File: src/rtl/text_disp_pkg.sv
// Shared types for the text display controller's pixel path.
// Latency: n/a (types and constants only).
// Backpressure: n/a.
package text_disp_pkg;

    localparam int COLOR_BITS  = 12;
    localparam int MIN_SCANPIX = 3;

    typedef logic [COLOR_BITS-1:0] color_t;

    typedef enum logic {
        IDLE = 1'b0,
        RUN  = 1'b1
    } ser_state_t;

    typedef struct packed {
        color_t fg;
        color_t bg;
        logic   cursor;
    } cell_attr_t;

endpackage

File: src/rtl/char_cell_timer.sv
// Cell timer: line state, dot counter, cell width latch and fetch strobe.
// Latency: first ce one clock after line_start, then one ce every W+1 clocks.
// Backpressure: none; free-running on the dot clock while the line is active.
module char_cell_timer
    import text_disp_pkg::*;
#(
    parameter int pMinScanpix = MIN_SCANPIX
) (
    input  logic       clk,
    input  logic       rst_n,
    input  logic       line_start,
    input  logic       active,
    input  logic [5:0] max_scanpix,
    output logic       ce,
    output logic [5:0] width,
    output logic       running
);

    localparam logic [5:0] MIN_W = 6'(pMinScanpix);

    ser_state_t state_q, state_d;
    logic [5:0] cnt_q, cnt_d;
    logic [5:0] w_q, w_d;
    logic       ce_d;

    // Next state, counter and width; the width is relatched only on a strobe
    always_comb begin
        state_d = state_q;
        cnt_d   = cnt_q;
        w_d     = w_q;
        if (ce) begin
            w_d = (max_scanpix < MIN_W) ? MIN_W : max_scanpix;
        end
        case (state_q)
            IDLE: begin
                if (line_start) begin
                    state_d = RUN;
                    cnt_d   = '0;
                end
            end
            RUN: begin
                if (line_start) begin
                    cnt_d = '0;
                end else if (!active) begin
                    state_d = IDLE;
                    cnt_d   = '0;
                end else if (cnt_q == w_d) begin
                    cnt_d = '0;
                end else begin
                    cnt_d = cnt_q + 6'd1;
                end
            end
            default: begin
                state_d = IDLE;
                cnt_d   = '0;
            end
        endcase
        // Registered strobe: high exactly in the counter-0 cycles of RUN
        ce_d = (state_d == RUN) && (cnt_d == 6'd0);
    end

    // State register with synchronous reset
    always_ff @(posedge clk) begin
        if (!rst_n) begin
            state_q <= IDLE;
            cnt_q   <= '0;
            w_q     <= '0;
            ce      <= 1'b0;
        end else begin
            state_q <= state_d;
            cnt_q   <= cnt_d;
            w_q     <= w_d;
            ce      <= ce_d;
        end
    end

    assign width   = w_q;
    assign running = (state_q == RUN);

endmodule

File: src/rtl/char_dot_serializer.sv
// Glyph-row serializer: fetch strobe, one-cell attribute delay, dot shift-out with colour.
// Latency: first dot of a cell 2 clocks after its load strobe; first cell of a line is priming.
// Backpressure: none; one dot per clock while the line is active.
module char_dot_serializer
    import text_disp_pkg::*;
#(
    parameter int pColorBits  = COLOR_BITS,
    parameter int pMinScanpix = MIN_SCANPIX
) (
    input  logic                  clk_i,
    input  logic                  rst_ni,
    input  logic                  line_start_i,
    input  logic                  active_i,
    input  logic [5:0]            maxScanpix_i,
    input  logic [63:0]           bmp_i,
    input  logic [pColorBits-1:0] fg_i,
    input  logic [pColorBits-1:0] bg_i,
    input  logic                  cursor_i,
    input  logic                  blink_i,
    input  logic [pColorBits-1:0] border_i,
    output logic                  ce_o,
    output logic [pColorBits-1:0] pix_o,
    output logic                  pix_on_o,
    output logic                  pix_valid_o
);

    logic       ce;
    logic [5:0] width;
    logic       running;

    char_cell_timer #(
        .pMinScanpix (pMinScanpix)
    ) u_timer (
        .clk         (clk_i),
        .rst_n       (rst_ni),
        .line_start  (line_start_i),
        .active      (active_i),
        .max_scanpix (maxScanpix_i),
        .ce          (ce),
        .width       (width),
        .running     (running)
    );

    assign ce_o = ce;

    cell_attr_t stage_a, stage_b;
    logic       load_q;      // cycle after a strobe: bmp_i holds the row to load
    logic [63:0] sreg;       // remaining dots, next dot at bit 63
    logic       seen_q;      // a strobe has already happened on this line
    logic       pend_q;      // the row returned after the latest strobe is real text
    logic       cell_ok_q;   // the cell currently shifting out is real text

    logic                  cur_bit;
    logic                  cur_ok;
    logic                  dot_vld;
    logic                  swap;
    logic [pColorBits-1:0] fg_c;
    logic [pColorBits-1:0] bg_c;

    // Select the dot for this clock: straight from bmp_i on load, else the shifter head
    always_comb begin
        cur_bit = load_q ? bmp_i[width] : sreg[63];
        cur_ok  = load_q ? pend_q : cell_ok_q;
        dot_vld = running && cur_ok && !line_start_i;
        swap    = stage_b.cursor && blink_i;
        fg_c    = swap ? stage_b.bg : stage_b.fg;
        bg_c    = swap ? stage_b.fg : stage_b.bg;
    end

    // Attribute pipeline, row shifter, priming bookkeeping and registered pixel outputs
    always_ff @(posedge clk_i) begin
        if (!rst_ni) begin
            stage_a     <= '0;
            stage_b     <= '0;
            load_q      <= 1'b0;
            sreg        <= '0;
            seen_q      <= 1'b0;
            pend_q      <= 1'b0;
            cell_ok_q   <= 1'b0;
            pix_valid_o <= 1'b0;
            pix_on_o    <= 1'b0;
            pix_o       <= '0;
        end else begin
            load_q <= ce;
            if (ce) begin
                stage_a <= '{fg: fg_i, bg: bg_i, cursor: cursor_i};
                stage_b <= stage_a;
            end
            // On load the first dot (bit W) goes straight out; bit W-1 lands at the head
            if (load_q) begin
                sreg <= bmp_i << (7'd64 - {1'b0, width});
            end else begin
                sreg <= sreg << 1;
            end
            // The row after a line's first strobe belongs to the previous line: never show it
            if (line_start_i) begin
                seen_q    <= 1'b0;
                pend_q    <= 1'b0;
                cell_ok_q <= 1'b0;
            end else begin
                if (ce) begin
                    pend_q <= seen_q;
                    seen_q <= 1'b1;
                end
                if (load_q) begin
                    cell_ok_q <= pend_q;
                end
            end
            pix_valid_o <= dot_vld;
            pix_on_o    <= dot_vld && cur_bit;
            pix_o       <= dot_vld ? (cur_bit ? fg_c : bg_c) : border_i;
        end
    end

endmodule

File: config.mk
export PLATFORM = sky130hd
export DESIGN_NAME = char_dot_serializer
export DESIGN_NICKNAME = d
export VERILOG_FILES = /design/src/rtl/text_disp_pkg.sv /design/src/rtl/char_cell_timer.sv /design/src/rtl/char_dot_serializer.sv
export SDC_FILE = /design/constraint.sdc
export NUM_CORES = 1
export LEC_CHECK = 0
export BUFFER_PORTS_ARGS = -buffer_cell sky130_fd_sc_hd__buf_2
export CAP_MARGIN = 5
export CORE_UTILIZATION = 30
export DETAILED_ROUTE_END_ITERATION = 7
export GPL_TIMING_DRIVEN = 1
export PLACE_DENSITY = 0.45
export SLEW_MARGIN = 5
export SYNTH_ARGS = -nofsm -noshare
export SYNTH_HDL_FRONTEND = slang
export SYNTH_SLANG_ARGS = --single-unit
export TNS_END_PERCENT = 1
File: constraint.sdc
create_clock -name clk_i -period 4.2 [get_ports clk_i]
set_input_delay 0.42 -clock clk_i [delete_from_list [all_inputs] [get_ports clk_i]]
set_output_delay 0.42 -clock clk_i [all_outputs]
set_load 0.01 [all_outputs]
=== Word level (Yosys, flattened, before mapping) ===
Cells that the tools add are included.

* Add/subtract/negate cells: 2
* Magnitude comparators: 2
* Equality and inequality tests: 1
* Shifts and indexed selects: 1
* Muxes and demuxes: 20
* Bitwise gates (word level): 2
* Reduce and logical (&&, ||, !) cells: 9

{| class="wikitable"
|+ Operator list
! operator !! count
|-
| $mux W64 || 1
|-
| $shl A64 B7 Y64 || 1
|-
| $mux W12 || 4
|-
| $mux W6 || 6
|-
| $pmux W6 S2 || 1
|-
| $lt A6 B7 Y1 const B || 1
|-
| $sub A7 B6 Y7 const A || 1
|-
| $add A6 B1 Y6 const B || 1
|-
| $bmux W1 S6 || 1
|-
| $eq A6 B6 Y1 || 1
|-
| $logic_not A6 Y1 || 1
|-
| $lt A6 B2 Y1 const B || 1
|-
| $mux W1 || 6
|-
| $logic_and A1 B1 Y1 || 5
|-
| $not A1 Y1 || 2
|-
| $pmux W1 S2 || 1
|-
| $reduce_and A2 Y1 || 1
|-
| $reduce_or A2 Y1 || 1
|-
| $logic_not A1 Y1 || 1
|}

* Flip-flop bits (word level): 146
* Input port bits: 112

=== Logic depth before layout (Yosys ltp) ===
Gate-level depths: netlist (run 1).

* Depth in word-level cells: 10
* Mapped depth: 16
* Depth with buffers taken out: 9

=== Hierarchy ===
From an unflattened synthesis (run 1), not the netlist that was laid out.

* Cell total of the unflattened synthesis: 1,039
* Area, all modules: 9,759.4 µm²

{| class="wikitable"
|+ Modules (own cells, without submodules)
! module !! instances !! cells each !! area an instance (µm²) !! seq. area each (µm²)
|-
| char_dot_serializer || 1 || 941 || 8,893.5 || 2,642.5
|-
| char_cell_timer || 1 || 98 || 865.8 || 280.3
|}

=== Worst setup path before layout (run 1) ===
No wires, ideal clock.

* Kind: register to register
* Start: register u_timer.w_q[0] (netlist: u_timer.width[0])
* End: register sreg[45]
* Setup time: 0.128 ns
* Data arrival time: 3.292 ns
* Data required time: 4.072 ns
* Setup slack: 0.781 ns
* Stages on the path, launching flop included: 17
* Buffers on the path: 7
* Period minus slack after synthesis: 3.419 ns
* Cell sequence: dfxtp_1 > buf_6 > buf_12 > buf_4 > buf_2 > inv_1 > ha_1 > clkbuf_1 > clkbuf_1 > clkbuf_1 > mux4_2 > mux2i_1 > nand2_1 > o211ai_1 > o21ai_1 > a222oi_1 > nor2_1

* Cells in the longest elaborated chain, start to end: 3

{| class="wikitable"
|+ RTL lines
! what !! line !! text
|-
| start: declaration || char_cell_timer.sv:23 || <nowiki>logic [5:0] w_q, w_d;</nowiki>
|-
| start signal: assignment || char_cell_timer.sv:72 || <nowiki>w_q <= w_d;</nowiki>
|-
| $sub A7 B6 Y7 || char_dot_serializer.sv:91 || <nowiki>sreg <= bmp_i << (7'd64 - {1'b0, width});</nowiki>
|-
| $shl A64 B7 Y64 || char_dot_serializer.sv:91 ||
|-
| $mux W64 || char_dot_serializer.sv:90 || <nowiki>if (load_q) begin</nowiki>
|-
| end signal: assignment || char_dot_serializer.sv:91 ||
|-
| end signal: assignment || char_dot_serializer.sv:93 || <nowiki>sreg <= sreg << 1;</nowiki>
|-
| end: declaration || char_dot_serializer.sv:48 || <nowiki>logic [63:0] sreg;</nowiki>
|}

No other way between the ends.
A chain may end at the register's enable or synchronous reset.

=== Worst setup path after layout (run 1) ===
* Start: register u_timer.w_q[0] (netlist: u_timer.width[0])
* End: register sreg[62]

Same word-level chain as after synthesis.

==> summary.txt, run 1 <==
Status
  • Status: completed

Logic synthesis
  • Cell area after synthesis: approximately 0.01 mm²
  • Yosys top cell area share: 29.9%
  • Synth unique cells: 69
  • Ys async rst share: 0%
  • Post-synth EDFFs: 0
  • YS warnings: 0
  • Top_reg_cell synth: dfxtp_1
  • Mapped Nets: 1174
  • Cell taking the most area after synthesis: dfxtp_1
  • Synth Register Bits: ~150
  • Sequential area share after synthesis: 29.9%
  • Syn_area_per_cell: 9.23 µm²
  • Top cells by area, synth: dfxtp_1 (30%), mux4_2 (13%), mux2i_1 (13%), nor2_1 (5.4%), nand2_1 (3.9%)
  • Synth Instances: 1060

Floorplan
  • Core Region: 0.0318 mm²
  • # rows: 65
  • Initial Util: 30.8%
  • Die Span Y: around 180 µm
  • Die X: 183 µm
  • I/O pins: 127
  • Die area: ~0.033 mm²

Layout
  • Final net count: 1264
  • Commonest non-fill, non-tap cell in the layout: dfxtp_1
  • Fin area: around 0.011 mm²
  • Fillers: between 3000 and 4000
  • Proportion of layout cells with a drive suffix above 1: 27.2%
  • Non-filler cells in the finished layout: 1599
  • Area Overhead vs Synth: 16.8%
  • Commonest non-fill, non-tap cells in the layout: dfxtp_1 (144), nor2_1 (140), mux2i_1 (128)

STA
  • Setup TNS: 0 ns
  • Slew headroom: 22.2%
  • Final Hold Viols: 0
  • Tmin final: about 3.6 ns
  • Slew Viols, Final: 0
  • FMAX: between 200 and 300 MHz
  • Endpoints failing setup: 0
  • Skew final: 0.0195 ns
  • Slew at the pin closest to its max-slew limit: 1.17 ns
  • RSZ-0062 raised after global routing: no
  • Period utilization: about 85%

Placement
  • Placed Area: about 0.011 mm²
  • GPL Wtd Cong: slightly below 0.9
  • Cell total after placement: roughly 1600
  • IO buf count: roughly 130
  • Post-DP HPWL: 23300 µm

Worst setup path
  • CP Class: register to register
  • CP arrival: between 3 and 4 ns
  • CP required: 4.56 ns
  • Kind of end point of the critical path: register
  • Startpoint types: register
  • Max FO, Critical Path: 31

Pwr
  • LEAKAGE: 4.35 nW
  • Peak supply drop: ~340 µV
  • PwrDens: between 400 and 500 mW/mm²

Global routing
  • Global route overflow: 0
  • GRT Util Overall: 19.0%
  • Vias in the first global route: ~8300
  • Largest net degree at the start of global routing: 73
  • Initial antenna violation count: 1
  • First-pass GRT wire length: 48800 µm

Detailed routing
  • DR WL/cell: 19.4 µm
  • Vias per cell: 5.28
  • Drt first-iter violations: 746
  • Routed WL: 31000 µm
  • Vias post-DR: 8449
  • Drt first pass iters: 6
  • DRC Markers: 0
  • Antenna Violating Nets Remaining: 0

CTS
  • CTS max path bufs: 2
  • Clk sinks: about 150
  • Clock root buffer master: clkbuf_16
  • Resize count post-CTS: 0
  • Setup bufs post-CTS: 0
  • Clk_lat worst skew: 0.44 ns
  • Htree depth: 4
  • Total CTS buffers: 17
  • Clk pin slew, worst setup/hold paths: 0.08 ns
  • Hold-fix buffers, CTS: 0
  • CTS tree: yes

Hold path
  • Hold Crit Class: input pin to register

Run
  • Number of max-cap violations: 0
power breakdown:
part	internal (mW)	leakage, nW	switching [mW]
sequential	1.44	1.19	0.0456
clock	0.863	0.290	0.684
combinational	0.648	2.87	1.01
total	2.95	4.35	1.74
synthesized netlist by cell type (4+ instances only):
library cell	instances
a211oi_2	11
buf_2	16
dfxtp_1	146
mux2_2	23
a211oi_1	11
o2bb2ai_1	20
a22o_1	9
nand3_1	17
o21a_1	23
nor2b_1	6
o22a_1	5
buf_4	7
buf_6	5
nand2_1	102
nor2_1	141
nor3_1	7
mux4_2	58
a22oi_1	4
a2111oi_2	10
buf_12	4
buf_1	6
xnor2_1	8
mux2i_1	128
inv_1	8
o21ai_0	35
nand2b_1	21
a2111oi_0	5
clkbuf_1	51
o211ai_1	14
and2_1	12
a21oi_1	66
o21ai_1	14
a31oi_1	5
routing by layer:
layer | vias to the layer above | global-route usage, % | share of wire (%)
met5 | - | 0 | 0
met4 | 0 | 5.31 | 1.8
met3 | 30 | 3.49 | 5.4
met2 | 231 | 30.9 | 47
met1 | 4074 | 25.6 | 46
li1 | 4114 | - | -
logic make-up after synthesis:
| kind of cell | count (synthesis) | synth area share [%] |
|---|---|---|
| buffers and inverters | 99 | 5.43 |
| adder cells (fa/ha/maj) | 2 | 0.256 |
| multiplexers | 210 | 29.2 |
| AO/OA/AOI/OAI | 262 | 19.4 |
| XOR/XNOR | 12 | 1.15 |
| flip-flops | 146 | 29.9 |
| AND/OR/NAND/NOR | 329 | 14.7 |
stage by stage:
step                      total power [mW]  hold WS (ns)  setup slack, ns  util (%)
after CTS                             4.72         0.206            0.606      35.9
after detailed placement              3.16         0.414            0.643      34.0
after global routing                  4.93         0.228            0.390      35.9
final                                 4.69         0.219            0.637      35.9
after global placement                3.17         0.410            0.691      34.0
after floorplan                       2.65         0.401            0.781         -
registers in the layout (all words and copies together) (netlist names), 6 cells and up:
| signal | count |
|---|---|
| stage_b | 25 |
| u_timer.cnt_q | 6 |
| stage_a | 25 |
| u_timer.width | 6 |
| pix_o | 12 |
| sreg | 64 |
layout make-up:
cell class	instances	area, µm²	area share, %
Antenna cell	1	2.50	0.0219
Clock buffer	18	439	3.84
Clock inverter	14	164	1.43
Inverter	9	33.8	0.296
Multi-Input combinational cell	815	6390	56.0
Sequential cell	146	2930	25.6
Tap cell	435	544	4.76
Timing Repair Buffer	161	918	8.04
critical path, stage by stage, from the launching register on:
cell,delay [ns]
dfxtp_4,0.62
inv_1,0.09
ha_2,0.80
inv_1,0.46
mux2i_1,0.36
mux2i_1,0.20
mux2i_1,0.42
mux2i_1,0.17
o22a_1,0.22
a21oi_2,0.12
path summary, 6_finish.rpt:
| path | startpoint | to | slack, ns | cells past startpoint |
|---|---|---|---|---|
| worst min register to register | sreg[17] | sreg[18] | 0.42 | 2 |
| worst max register to register | u_timer.width[0] | sreg[62] | 0.64 | 9 |
| worst max-delay path | u_timer.width[0] | sreg[62] | 0.64 | 9 |
| worst min-delay path | fg_i[8] | stage_a[21] | 0.22 | 3 |
No activity file was read; power rests on OpenSTA's default activity.
==> run 2, diff against run 1 <==
==> constraint.sdc (replaced) <==
create_clock -name clk_i -period 3.5 [get_ports clk_i]
set_input_delay 0.35 -clock clk_i [delete_from_list [all_inputs] [get_ports clk_i]]
set_output_delay 0.35 -clock clk_i [all_outputs]
set_load 0.01 [all_outputs]
==> run 2 against run 1 <==
Against the previous run: die area unchanged; clock skew down 0.0028 ns; register-to-register slack worse by 0.18 ns; critical endpoint is now pix_o[1]; sequential power up 19%; worst hold slack worse by 0.070 ns; highest routed layer is now met5; core utilization up 0.32 points.
==> summary.txt, run 2 (synthesis gave the netlist of run 1 again) <==
Layout
  • Commonest non-fill, non-tap cells in the layout: dfxtp_1 (144), nor2_1 (140), mux2i_1 (128) (unchanged)
  • Area Overhead vs Synth: 17.8% (was 16.8%)
  • Post-Route Utilization: 36.3% (was 35.9%)
  • Largest regs: sreg (64), stage_a (25), stage_b (25) (unchanged)
  • Non-filler cells in the finished layout: 1611 (was 1599)
  • Proportion of layout cells with a drive suffix above 1: 27.8% (was 27.2%)
  • Footprint of the multi-input gates: 0.00639 mm² (unchanged)
  • Fillers: 3259 (was 3310)
  • Register area: 0.00293 mm² (unchanged)
  • Final net count: 1275 (was 1264)
  • Largest Register: sreg (unchanged)
  • Commonest non-fill, non-tap cell in the layout: dfxtp_1 (unchanged)
  • Max reg flops: 64 (unchanged)

Floorplan
  • Die area: 0.0333 mm² (unchanged)
  • Initial Util: 30.8% (unchanged)
  • Die X: 183 µm (unchanged)
  • Core Region: 0.0318 mm² (unchanged)
  • I/O pins: 127 (unchanged)
  • # rows: 65 (unchanged)
  • Die Span Y: 183 µm (unchanged)

Pwr
  • Peak supply drop: 350 µV (was 338 µV)
  • LEAKAGE: 4.40 nW (was 4.35 nW)
  • PwrDens: 491 mW/mm² (was 411 mW/mm²)

Detailed routing
  • Routed WL: 31500 µm (was 31000 µm)
  • Vias post-DR: 8535 (was 8449)
  • Antenna Violating Nets Remaining: 0 (unchanged)
  • Drt first-iter violations: 514 (was 746)
  • Drt first pass iters: 5 (was 6)
  • DRC Markers: 0 (unchanged)
  • DR WL/cell: 19.5 µm (was 19.4 µm)
  • Vias per cell: 5.30 (was 5.28)

STA
  • Endpoints failing setup: 0 (unchanged)
  • Fin worst setup slack: 0.459 ns (was 0.637 ns)
  • Slew headroom: 30.8% (was 22.2%)
  • RSZ-0062 raised after global routing: no (unchanged)
  • Period utilization: 86.9% (was 84.8%)
  • Setup TNS: 0 ns (unchanged)
  • Slew at the pin closest to its max-slew limit: 1.03 ns (was 1.17 ns)
  • WHS: 0.150 ns (was 0.219 ns)
  • Tmin final: 3.04 ns (was 3.56 ns)
  • FMAX: 329 MHz (was 281 MHz)
  • Slew Viols, Final: 0 (unchanged)
  • Skew final: 0.0167 ns (was 0.0195 ns)
  • Final Hold Viols: 0 (unchanged)

Global routing
  • Largest net degree at the start of global routing: 69 (was 73)
  • First-pass GRT wire length: 49700 µm (was 48800 µm)
  • GRT Util Overall: 19.3% (was 19.0%)
  • Global route overflow: 0 (unchanged)
  • Initial antenna violation count: 3 (was 1)
  • Vias in the first global route: 8455 (was 8297)

Hold path
  • Hold Crit Class: input pin to register (unchanged)

CTS
  • Clk pin slew, worst setup/hold paths: 0.07 ns (was 0.08 ns)
  • Clk sinks: 146 (unchanged)
  • Hold-fix buffers, CTS: 0 (unchanged)
  • Setup bufs post-CTS: 0 (unchanged)
  • CTS tree: yes (unchanged)
  • Htree depth: 4 (unchanged)
  • Resize count post-CTS: 0 (unchanged)
  • CTS max path bufs: 2 (unchanged)
  • Clock root buffer master: clkbuf_16 (unchanged)
  • Clk_lat worst skew: 0.44 ns (about the same)
  • Total CTS buffers: 17 (unchanged)

Status
  • Status: completed (unchanged)

Worst setup path
  • CP arrival: 3.38 ns (was 3.92 ns)
  • Max FO, Critical Path: 14 (was 31)
  • CP Class: register to register (unchanged)
  • Kind of end point of the critical path: register (unchanged)
  • Startpoint types: register (unchanged)
  • CP required: 3.84 ns (was 4.56 ns)

Placement
  • IO buf count: 126 (unchanged)
  • Cell total after placement: 1577 (was 1566)
  • Dpl ws: 0.489 ns (was 0.643 ns)
  • Post-DP HPWL: 24000 µm (was 23300 µm)
  • GPL Wtd Cong: 0.876 (was 0.867)

Run
  • Number of max-cap violations: 0 (unchanged)
## run 2: cell types whose count changed in the layout (fill, tap and decap cells not counted), sizes merged
cell	before	now
diode	1	2
clkbuf	18	19
clkinvlp	2	3
clkinv	3	1
buf	161	172
## run 2: layer usage
metal / track usage, % / wire length (µm) / vias up
met5: 0 / 27 / -
met4: 4.03 / 313 / 4
met3: 3.75 / 1410 / 27
met2: 31.8 / 14900 / 206
met1: 26.2 / 14800 / 4171
li1: - / - / 4127
## run 2: cell type report
cell class / instances / share of cell area (%)
clock buffer: 19 / 3.84
inverter: 9 / 0.293
clock inverter: 13 / 1.20
timing repair buffer: 172 / 9.01
tap: 435 / 4.72
sequential: 146 / 25.4
antenna: 2 / 0.0434
multi-input combinational: 815 / 55.5
## run 2: worst paths after layout
path                            cells past startpoint              from    endpoint  slack (ns)
worst max-delay path                                9  u_timer.width[1]    pix_o[1]        0.46
worst min-delay path                                3           bg_i[8]  stage_a[9]        0.15
worst max register to register                      9  u_timer.width[1]    pix_o[1]        0.46
worst min register to register                      2           sreg[0]     sreg[1]        0.43
## run 2: metrics by stage
| step | power [mW] | cell area [µm²] |
|---|---|---|
| after floorplan | 3.17 | 9790 |
| after global placement | 3.87 | 10900 |
| after detailed placement | 3.86 | 10900 |
| after CTS | 5.69 | 11500 |
| after global routing | 5.93 | 11500 |
| final | 5.66 | 11500 |
## run 2: critical path, cell delays in order, from the launching register on
cell	delay [ns]
dfxtp_1	0.31
buf_4	0.20
nor2_1	0.56
a22oi_1	0.19
a31oi_1	0.39
a21o_1	0.20
o221ai_2	0.20
a211o_1	0.45
buf_12	0.20
a211oi_2	0.22
## run 2: power by group
part | switching, mW | internal [mW]
clock network | 0.791 | 1.02
logic | 1.26 | 0.822
registers | 0.0391 | 1.73
==> run 3, diff against run 2 <==
--- a/config.mk
+++ b/config.mk
@@ -7,10 +7,12 @@
 export LEC_CHECK = 0
 export BUFFER_PORTS_ARGS = -buffer_cell sky130_fd_sc_hd__buf_2
 export CAP_MARGIN = 5
+export CELL_PAD_IN_SITES_DETAIL_PLACEMENT = 0
+export CELL_PAD_IN_SITES_GLOBAL_PLACEMENT = 1
 export CORE_UTILIZATION = 30
 export DETAILED_ROUTE_END_ITERATION = 7
 export GPL_TIMING_DRIVEN = 1
-export PLACE_DENSITY = 0.45
+export PLACE_DENSITY = 0.56
 export SLEW_MARGIN = 5
 export SYNTH_ARGS = -nofsm -noshare
 export SYNTH_HDL_FRONTEND = slang
==> run 3 against run 2 <==
Against the previous run: critical path type unchanged; first-iteration DRC count up 24%; wire length up 5.5%; via count up 0.50%; clock power up 2%; sequential share of layout area down 0.069 points; core utilization up 0.098 points; largest power group unchanged.
==> summary.txt, run 3 (synthesis gave the netlist of run 1 again) <==
Global routing
  • GRT Util Overall: 20.3% (was 19.3%)
  • Initial antenna violation count: 1 (was 3)
  • Global route overflow: 0 (unchanged)
  • Largest net degree at the start of global routing: 69 (unchanged)
  • First-pass GRT wire length: 51400 µm (was 49700 µm)
  • Vias in the first global route: 8366 (was 8455)

Layout
  • Largest regs: sreg (64), stage_a (25), stage_b (25) (unchanged)
  • Fillers: 3334 (was 3259)
  • Proportion of layout cells with a drive suffix above 1: 27.9% (was 27.8%)
  • Max reg flops: 64 (unchanged)
  • Area Overhead vs Synth: 18.1% (was 17.8%)
  • Largest Register: sreg (unchanged)
  • # diodes: 0 (was 2)
  • Final net count: 1277 (was 1275)
  • Non-filler cells in the finished layout: 1610 (was 1611)
  • Commonest non-fill, non-tap cell in the layout: dfxtp_1 (unchanged)
  • Commonest non-fill, non-tap cells in the layout: dfxtp_1 (144), nor2_1 (140), mux2i_1 (128) (unchanged)

STA
  • Final Hold Viols: 0 (unchanged)
  • RSZ-0062 raised after global routing: no (unchanged)
  • Slew at the pin closest to its max-slew limit: 0.887 ns (was 1.03 ns)
  • Setup TNS: 0 ns (unchanged)
  • Skew final: 0.0127 ns (was 0.0167 ns)
  • Slew headroom: 40.8% (was 30.8%)
  • Endpoints failing setup: 0 (unchanged)
  • Slew Viols, Final: 0 (unchanged)
  • Period utilization: 87.3% (was 86.9%)
  • Tmin final: 3.06 ns (was 3.04 ns)
  • FMAX: 327 MHz (was 329 MHz)

CTS
  • Clk_lat worst skew: 0.43 ns (was 0.44 ns)
  • CTS tree: yes (unchanged)
  • Resize count post-CTS: 0 (unchanged)
  • Clk sinks: 146 (unchanged)
  • Clk pin slew, worst setup/hold paths: 0.07 ns (about the same)
  • Total CTS buffers: 17 (unchanged)
  • Setup bufs post-CTS: 0 (unchanged)
  • Hold-fix buffers, CTS: 0 (unchanged)
  • CTS max path bufs: 2 (unchanged)
  • Htree depth: 4 (unchanged)
  • Clock root buffer master: clkbuf_16 (unchanged)

Run
  • Number of max-cap violations: 0 (unchanged)

Floorplan
  • Die X: 183 µm (unchanged)
  • I/O pins: 127 (unchanged)
  • # rows: 65 (unchanged)
  • Initial Util: 30.8% (unchanged)
  • Die area: 0.0333 mm² (unchanged)
  • Die Span Y: 183 µm (unchanged)
  • Core Region: 0.0318 mm² (unchanged)

Worst setup path
  • CP required: 3.79 ns (was 3.84 ns)
  • Reg-to-reg endpoint: pix_o[11] (was pix_o[1])
  • Worst r2r src: u_timer.width[0] (was u_timer.width[1])
  • Worst r2r path cells: 7 (was 9)
  • CP Class: register to register (unchanged)
  • Kind of end point of the critical path: register (unchanged)
  • Reg2Reg Setup Slack: 0.44 ns (was 0.46 ns)
  • CP arrival: 3.34 ns (was 3.38 ns)
  • Max FO, Critical Path: 21 (was 14)
  • Startpoint types: register (unchanged)

Hold path
  • Hold endpoint: stage_a[3] (was stage_a[9])
  • Hold Crit Class: input pin to register (unchanged)
  • HP Start: bg_i[2] (was bg_i[8])
  • Min-Delay Path Depth: 3 (unchanged)

Placement
  • IO buf count: 126 (unchanged)
  • Cell total after placement: 1579 (was 1577)
  • Post-DP HPWL: 25400 µm (was 24000 µm)
  • GPL Wtd Cong: 0.887 (was 0.876)

Detailed routing
  • Vias per cell: 5.33 (was 5.30)
  • Routed WL: 33200 µm (was 31500 µm)
  • DRC Markers: 0 (unchanged)
  • Vias post-DR: 8578 (was 8535)
  • Drt first pass iters: 5 (unchanged)
  • Drt first-iter violations: 636 (was 514)
  • DR WL/cell: 20.6 µm (was 19.5 µm)
  • Antenna Violating Nets Remaining: 0 (unchanged)

Pwr
  • LEAKAGE: 4.43 nW (was 4.40 nW)
  • Peak supply drop: 328 µV (was 350 µV)
  • PwrDens: 499 mW/mm² (was 491 mW/mm²)

Status
  • Status: completed (unchanged)
run 3: changes by cell type in the layout (fill, tap and decap cells not counted), moves of 2 or more:
cell	previous run	this run
inv_8	3	1
inv_6	5	0
buf_4	41	43
diode_2	2	0
clkinv_2	0	2
run 3: area by class of cell:
class | instances | area (µm²) | area share [%]
clock inverters | 11 | 128 | 1.10
inverters | 9 | 33.8 | 0.292
flip-flops and latches | 146 | 2930 | 25.4
repair buffers | 174 | 1050 | 9.11
well taps | 435 | 544 | 4.71
multi-input cells | 815 | 6400 | 55.4
clock buffers | 20 | 468 | 4.05
run 3: worst max-delay path: stages, from the launching register on:
cell       delay [ns]
dfxtp_4          0.52
nor2b_1          0.12
a2111oi_0        0.57
o41ai_1          0.24
a21oi_1          0.46
o221a_1          0.36
a211o_1          0.50
a211oi_1         0.14
run 3: metrics by stage:
step | area [µm²] | utilization, % | total power [mW] | setup WS [ns] | hold WS (ns)
finish | 11600 | 36.3 | 5.77 | 0.444 | 0.152
global route | 11600 | 36.3 | 6.07 | 0.303 | 0.143
CTS | 11600 | 36.3 | 5.81 | 0.487 | 0.134
detailed placement | 11000 | 34.5 | 3.92 | 0.502 | 0.416
global placement | 11000 | 34.5 | 3.94 | 0.559 | 0.410
floorplan | 9790 | - | 3.17 | 0.0807 | 0.401
run 3: how the worst max path moves through the flow:
stage,startpoint,to
6_report,u_timer.width[0],pix_o[11]
2_1_floorplan,u_timer.width[0],sreg[45]
3_3_place_gp,u_timer.width[3],pix_o[10]
5_1_grt,u_timer.width[0],pix_o[0]
4_1_cts,u_timer.width[0],pix_o[11]
3_5_place_dp,bmp_i[56],pix_o[3]
run 3: routing by layer:
layer	vias to the layer above	track usage [%]	wire (µm)
met1	4139	30.9	16800
met2	292	28.4	13900
met4	2	5.11	443
met5	-	0	11
met3	27	4.25	2060
li1	4118	-	-
run 3: report_power, final:
part           switching, mW  total, mW  internal, mW
clock                  0.740       1.85          1.11
sequential            0.0498       1.78          1.73
combinational           1.31       2.14         0.835
